===== src/rtl/uart_sync_filter.sv =====
// -----------------------------------------------------------------------------
// uart_sync_filter
//
// Brings NUM_CH asynchronous lines (typically UART RX) into the i_clk domain
// through a CDC_STAGES-deep flop chain. It then optionally debounces each line
// with a stability filter. A level change is accepted only after the
// synchronized value has disagreed with the current output for FILTER_LEN
// consecutive cycles. A shorter disagreement is dropped and recorded in a
// sticky glitch flag.
//
// Parameters
//   NUM_CH      number of independent channels (>= 1)
//   CDC_STAGES  synchronizer depth per channel (>= 2)
//   FILTER_LEN  consecutive cycles needed to accept a change (>= 1)
//   RST_VAL     reset level of the synchronizer stages and o_level
//
// Ports
//   i_clk        clock, rising edge
//   i_rst        synchronous active-high reset
//   i_async      asynchronous channel inputs
//   i_filt_en    1 = stability filter active, 0 = synchronizer only
//   i_glitch_clr clears all o_glitch flags (a coincident set wins)
//   o_level      synchronized, filtered level (registered)
//   o_rise       one-cycle pulse when o_level goes 0->1 (registered)
//   o_fall       one-cycle pulse when o_level goes 1->0 (registered)
//   o_glitch     sticky per-channel rejected-glitch flag (registered)
// -----------------------------------------------------------------------------
module uart_sync_filter #(
  parameter int                NUM_CH     = 1,
  parameter int                CDC_STAGES = 2,
  parameter int                FILTER_LEN = 4,
  parameter logic [NUM_CH-1:0] RST_VAL    = '1
) (
  input  logic              i_clk,
  input  logic              i_rst,
  input  logic [NUM_CH-1:0] i_async,
  input  logic              i_filt_en,
  input  logic              i_glitch_clr,
  output logic [NUM_CH-1:0] o_level,
  output logic [NUM_CH-1:0] o_rise,
  output logic [NUM_CH-1:0] o_fall,
  output logic [NUM_CH-1:0] o_glitch
);

  localparam int              CW       = $clog2(FILTER_LEN + 1);
  // Count value at which the next disagreeing sample is the FILTER_LEN-th one.
  localparam logic [CW-1:0]   CNT_LAST = CW'(FILTER_LEN - 1);

  // Reject configurations that cannot work at elaboration time.
  if (CDC_STAGES < 2) begin : g_bad_cdc
    $error("uart_sync_filter: CDC_STAGES must be >= 2");
  end
  if (FILTER_LEN < 1) begin : g_bad_filt
    $error("uart_sync_filter: FILTER_LEN must be >= 1");
  end
  if (NUM_CH < 1) begin : g_bad_ch
    $error("uart_sync_filter: NUM_CH must be >= 1");
  end

  for (genvar ch = 0; ch < NUM_CH; ch++) begin : g_ch
    // Stage 0 is the metastability-catching flop; the last stage is s.
    logic [CDC_STAGES-1:0] sync_q, sync_d;
    logic                  s;
    logic [CW-1:0]         cnt_q, cnt_d;
    logic                  level_q, level_d;
    logic                  rise_q, rise_d;
    logic                  fall_q, fall_d;
    logic                  glitch_q, glitch_d;
    logic                  glitch_set;

    assign s = sync_q[CDC_STAGES-1];

    always_comb begin
      // NOTE: every variable gets a default before any branch, so no path
      // leaves one unassigned and no latch is inferred.
      sync_d     = {sync_q[CDC_STAGES-2:0], i_async[ch]};
      cnt_d      = cnt_q;
      level_d    = level_q;
      glitch_set = 1'b0;

      if (!i_filt_en) begin
        // Bypass: follow the synchronizer and discard any partial count.
        level_d = s;
        cnt_d   = '0;
      end else if (s != level_q) begin
        if (cnt_q == CNT_LAST) begin
          level_d = s;
          cnt_d   = '0;
        end else begin
          cnt_d = cnt_q + CW'(1);
        end
      end else if (cnt_q != '0) begin
        // The input fell back before the run was long enough.
        cnt_d      = '0;
        glitch_set = 1'b1;
      end

      rise_d   = level_d & ~level_q;
      fall_d   = ~level_d & level_q;
      // Set has priority over a coincident clear.
      glitch_d = (glitch_q & ~i_glitch_clr) | glitch_set;
    end

    always_ff @(posedge i_clk) begin
      // NOTE: state is updated with non-blocking assignments so every flop
      // samples the pre-edge values, independent of statement order.
      if (i_rst) begin
        sync_q   <= {CDC_STAGES{RST_VAL[ch]}};
        cnt_q    <= '0;
        level_q  <= RST_VAL[ch];
        rise_q   <= 1'b0;
        fall_q   <= 1'b0;
        glitch_q <= 1'b0;
      end else begin
        sync_q   <= sync_d;
        cnt_q    <= cnt_d;
        level_q  <= level_d;
        rise_q   <= rise_d;
        fall_q   <= fall_d;
        glitch_q <= glitch_d;
      end
    end

    assign o_level[ch]  = level_q;
    assign o_rise[ch]   = rise_q;
    assign o_fall[ch]   = fall_q;
    assign o_glitch[ch] = glitch_q;
  end

endmodule


===== config.mk =====
export PLATFORM = sky130hd
export DESIGN_NAME = uart_sync_filter
export DESIGN_NICKNAME = d
export VERILOG_FILES = /design/src/rtl/uart_sync_filter.sv
export SDC_FILE = /design/constraint.sdc
export NUM_CORES = 1
export LEC_CHECK = 0
export CAP_MARGIN = 10
export CORE_AREA = 2 2 39 41
export CTS_CLUSTER_DIAMETER = 200
export DETAILED_ROUTE_END_ITERATION = 6
export DIE_AREA = 0 0 41 43
export GPL_TIMING_DRIVEN = 0
export PLACE_DENSITY_LB_ADDON = 0.25
export REMOVE_ABC_BUFFERS = 1
export SETUP_SLACK_MARGIN = 0.4
export SLEW_MARGIN = 10
export SYNTH_ARGS = -nofsm -noshare
export SYNTH_HDL_FRONTEND = slang
export SYNTH_SLANG_ARGS = --single-unit
export TNS_END_PERCENT = 30

===== constraint.sdc =====
create_clock -name i_clk -period 1.2 [get_ports i_clk]
set_clock_uncertainty 0.05 [all_clocks]
set_input_delay 0.18 -clock i_clk [delete_from_list [all_inputs] [get_ports i_clk]]
set_output_delay 0.18 -clock i_clk [all_outputs]
set_load 0.005 [all_outputs]

* After elaboration in Yosys (flattened, before gate mapping)
Index checks and enable logic that the tools add are counted.
** Word-level totals
- Register bits :: 9
- Bits in writable memories :: 0
- Latch bits :: 0
- ROM bits :: 0
- Memories :: 0
- Input bits :: 5
- Output and inout port bits :: 4
** Operators by class
- Reduce and logical (&&, ||, !) cells :: 3
- Div/mod/pow operators :: 0
- Eq/ne operators :: 2
- $add $sub $neg :: 1
- Mux-type cells :: 9
- Bitwise gates (word level) :: 8
- $lt $le $gt $ge :: 0
- Multiply operators :: 0
- Shift operators :: 0
** Operators by type and width (count)
- $mux W3 :: 3
- $mux W1 :: 6
- $not A1 Y1 :: 4
- $add A3 B1 Y3 const B :: 1
- $and A1 B1 Y1 :: 3
- $eq A3 B2 Y1 const B :: 1
- $reduce_bool A3 Y1 :: 1
- $reduce_bool A2 Y1 :: 1
- $reduce_or A2 Y1 :: 1
- $ne A1 B1 Y1 :: 1
- $or A1 B1 Y1 :: 1

* Logic depth before layout (Yosys ltp)
Gate-level depths: netlist of run 1.
- Depth in word-level cells :: 6
- Gate-level depth with buffers :: 5
- Depth with buffers taken out :: 5

* Least setup slack after synthesis of run 1
OpenSTA, ideal clock, no wires.
- Path type :: flip-flop to flip-flop
- From :: register g_ch[0].cnt_q[0]
- To :: register g_ch[0].level_q, in the netlist o_level
- Clock period less this slack :: 1.237 ns
- Data arrival time :: 1.066 ns
- Cell stages (with the launch flop) :: 5
- Path buffers :: 0
- Slack :: -0.037 ns
- Cell sequence :: dfxtp_1 -> ha_1 -> nand2b_1 -> and2_1 -> a211o_2
** On the way
- Word-level cells in the longest chain between the ends :: 4
** Ends and longest elaborated chain
- start: declaration :: RTL line 64 : logic [CW-1:0] cnt_q, cnt_d;
- start signal: assignment :: RTL line 116 : cnt_q <= cnt_d;
- $eq A3 B2 Y1 :: RTL line 86 : if (cnt_q == CNT_LAST) begin
- $mux W1 :: RTL line 86
- $mux W1 :: RTL line 85 : end else if (s != level_q) begin
- $mux W1 :: RTL line 81 : if (!i_filt_en) begin
- end signal: assignment :: RTL line 110 : level_q <= RST_VAL[ch];
- end signal: assignment :: RTL line 117 : level_q <= level_d;
- end: declaration :: RTL line 65 : logic level_q, level_d;
Every way passes these cells.
A chain may end at the register's enable or synchronous reset.

* Final worst setup path of run 1
- From :: register g_ch[0].level_q, in the netlist o_level
- To :: register g_ch[0].cnt_q[0]
** On the way
- Word-level cells in the longest chain between the ends :: 2
- Elaborated cells between the ends (all ways) :: 3
- Those cells by class :: eq/ne: 1; mux: 1; reduce/logical: 1
** Ends and longest elaborated chain (RTL line)
- $ne A1 B1 Y1 (*) :: 85
- $mux W3 / $reduce_bool A2 Y1 (equally long branches)
Mark *: on every way between the ends. The rest lies on a longest branch, timed or not.

==> metrics.csv, run 1 <==
stage;metric;value;unit
grt;largest net degree at the start of global routing;8;
job;Max Cap Violations;0;
synthesis;post-synthesis sequential area ratio;50.3;%
cells_and_area;sequential cell area;191;um^2
routing;post-DR vias/cell;4.52;
worst_hold_path;WHS Path Cells;2;
timing;Fin. Hold Viols;0;
die;DIE WIDTH;41;um
worst_setup_path;crit path DAT;1.33;ns
cts;Post-CTS Hold Buffers;0;
worst_hold_path;Hold WC Path Type;in2reg;
cts;clock slew at reported path FFs;0.06;ns
synthesis;Post-Syn Area;358;um^2
die;die area;0.00176;mm^2
cells_and_area;multi-input logic area;239;um^2
cells_and_area;Antenna diodes;0;
synthesis;top-area cell type share of the netlist area;50.3;%
power_and_ir_drop;total power;0.635;mW
run_status;status;complete, no violations;
cells_and_area;share of layout cells above drive strength 1;54.9;%
routing;drt total wl;778;um
timing;Min Hold Slack;0.188;ns
cts;CTS tree;built;
cts;root buffer cell;clkbuf_4;
routing;ANT nets after route;0;
placement;Port Buf Inserts;8;
routing;Via Count;303;
worst_setup_path;CP startpoint kind;flop;
grt;vias in the first global route;316;
cts;Clock Tree Buf Depth;2;
worst_setup_path;Crit Path Category;reg2reg;
timing;Worst Slack Setup Final;0.0117;ns
timing;Slew @ Worst Pin;0.263;ns
synthesis;Post-synth ARST share;0;%
cells_and_area;filler cell count in the final layout;123;
timing;final-report max-slew violation count;0;
synthesis;Synth area leaders;dfxtp_1, nor4b_1, ha_1;
power_and_ir_drop;maximum VDD drop;0.488;mV
placement;hpwl dp;514;um
die;Starting Density;25.9;%
die;I/O pin total;9;
routing;Avg WL per Cell;11.6;um
grt;first-pass GRT wire length;1360;um
timing;# setup viols final;0;
cells_and_area;Final Net Count;59;
grt;gr ovfl total;0;
die;Die Ht;43;um
placement;Placed Instances;58;
cts;clock insertion delay at the later pin of the skew report;0.26;ns
placement;pre-CTS setup slack;-0.136;ns
power_and_ir_drop;LEAKAGE;0.226;nW
routing;Detailed Routing Iterations Pass 1;4;
routing;DRC;0;
synthesis;top cell type by total area after synthesis;dfxtp_1;
worst_setup_path;FF-to-FF path depth;4;
synthesis;Post-synth top cells;dfxtp_1, a21oi_1, nand2b_1, nor4b_1;
synthesis;count of different cell masters after synthesis;15;
synthesis;Post-synth EDFFs;0;
timing;Slew Limit Headroom;82.5;%
timing;Final Critical Period;1.19;ns
die;row count;14;
synthesis;count leader, synth;dfxtp_1;
timing;unrepaired setup endpoints after global routing;true;
synthesis;cells after synthesis;34;
synthesis;Ys Warns;0;
grt;initial antenna violation count;0;
worst_setup_path;critical path endpoint category;flop;
synthesis;Primary FF master, synth;dfxtp_1;
cells_and_area;final non-filler cell total;67;
grt;overall routing resource usage;11.5;%
synthesis;Yosys reg bits;9;
timing;Fmax;842;MHz
power_and_ir_drop;PwrDens;1060;mW/mm^2
die;core footprint;0.00138;mm^2
synthesis;Mapped Avg Cell Area;10.5;um^2
cts;total CTS buffers;3;
worst_setup_path;CP Data Required Time;1.34;ns
cts;clock sink count;9;
cells_and_area;Layout area overhead;67.8;%
placement;RePlAce Congestion;0.657;
timing;Period Utilization, post-route;99.0;%
worst_setup_path;crit-path max FO;3;
routing;Initial DRC Count;3;
cts;Max H-tree Level;1;
-- where the power goes --
part,internal (mW),total [mW],switching (mW)
sequential,0.305,0.313,0.00778
clock,0.128,0.235,0.107
combinational,0.0536,0.0870,0.0334
total,0.487,0.635,0.148
-- per-layer routing --
metal  GRT usage, %  wire length (um)
met1           15.1               340
met2           15.6               388
met3           3.14                50
met4           8.00                 0
met5              0                 0
-- cells in the final DEF, fill, tap and decap left out, types with 2 or more instances in the layout --
cell type / n
dfxtp_1: 4
buf_4: 4
clkbuf_4: 3
dfxtp_2: 3
clkdlybuf4s50_1: 3
buf_6: 3
inv_1: 2
or2_2: 2
nand2b_1: 2
nand3b_1: 2
nand3_1: 2
a21oi_1: 2
dfxtp_4: 2
clkbuf_2: 2
-- logic make-up (layout without fill, tap and decap cells) --
kind of cell	after synthesis	in the layout	share of synthesized area (%)
AND/OR/NAND/NOR	15	15	29.0
flip-flops	9	9	50.3
AO/OA/AOI/OAI	5	5	9.09
adder cells (fa/ha/maj)	2	2	6.99
buffers and inverters	2	19	2.10
XOR/XNOR	1	1	2.45
-- through the flow --
stage	setup TNS (ns)	cell area (um^2)	util [%]
finish	0	601	43.4
global route	-0.0633	601	43.4
CTS	0	559	40.4
detailed placement	-0.403	458	33.1
global placement	-0.314	458	33.1
floorplan	-0.0366	358	-
-- timing repair --
item,CTS,global route
setup endpoints to repair,13,13
endpoints found under the hold margin,0,0
pin swaps,5,4
gates resized for setup,20,14
setup buffers,4,1
cloned,0,0
-- state kept, by name (all words and copies together) (netlist names) --
name         cells
g_ch.cnt_q       3
g_ch.sync_q      2
o_fall           1
o_glitch         1
o_level          1
o_rise           1
-- critical path, cell delays in order, from the launching register on --
cell and delay (ns):
dfxtp_2 0.32, buf_6 0.12, xnor2_4 0.12, or3b_1 0.38
a21oi_1 0.12
-- worst paths after layout --
kind	start	end	slack, ns
max	o_level	g_ch[0].cnt_q[0]	0.01
min	i_rst	o_glitch	0.19
max reg2reg	o_level	g_ch[0].cnt_q[0]	0.01
min reg2reg	g_ch[0].sync_q[0]	g_ch[0].sync_q[1]	0.36
-- layout make-up --
class	count	area share, %
multi-input cells	23	39.8
flip-flops and latches	9	31.9
repair buffers	13	19.4
clock buffers	4	4.38
well taps	16	3.33
inverters	2	1.25
Note: power is estimated with default switching activity, not from simulation.
==> inputs of run 2 (changes only) <==
- GPL_ROUTABILITY_DRIVEN: unset -> 0
==> results of run 2 <==
The final DEF is identical to that of run 1; final timing and power are the same.
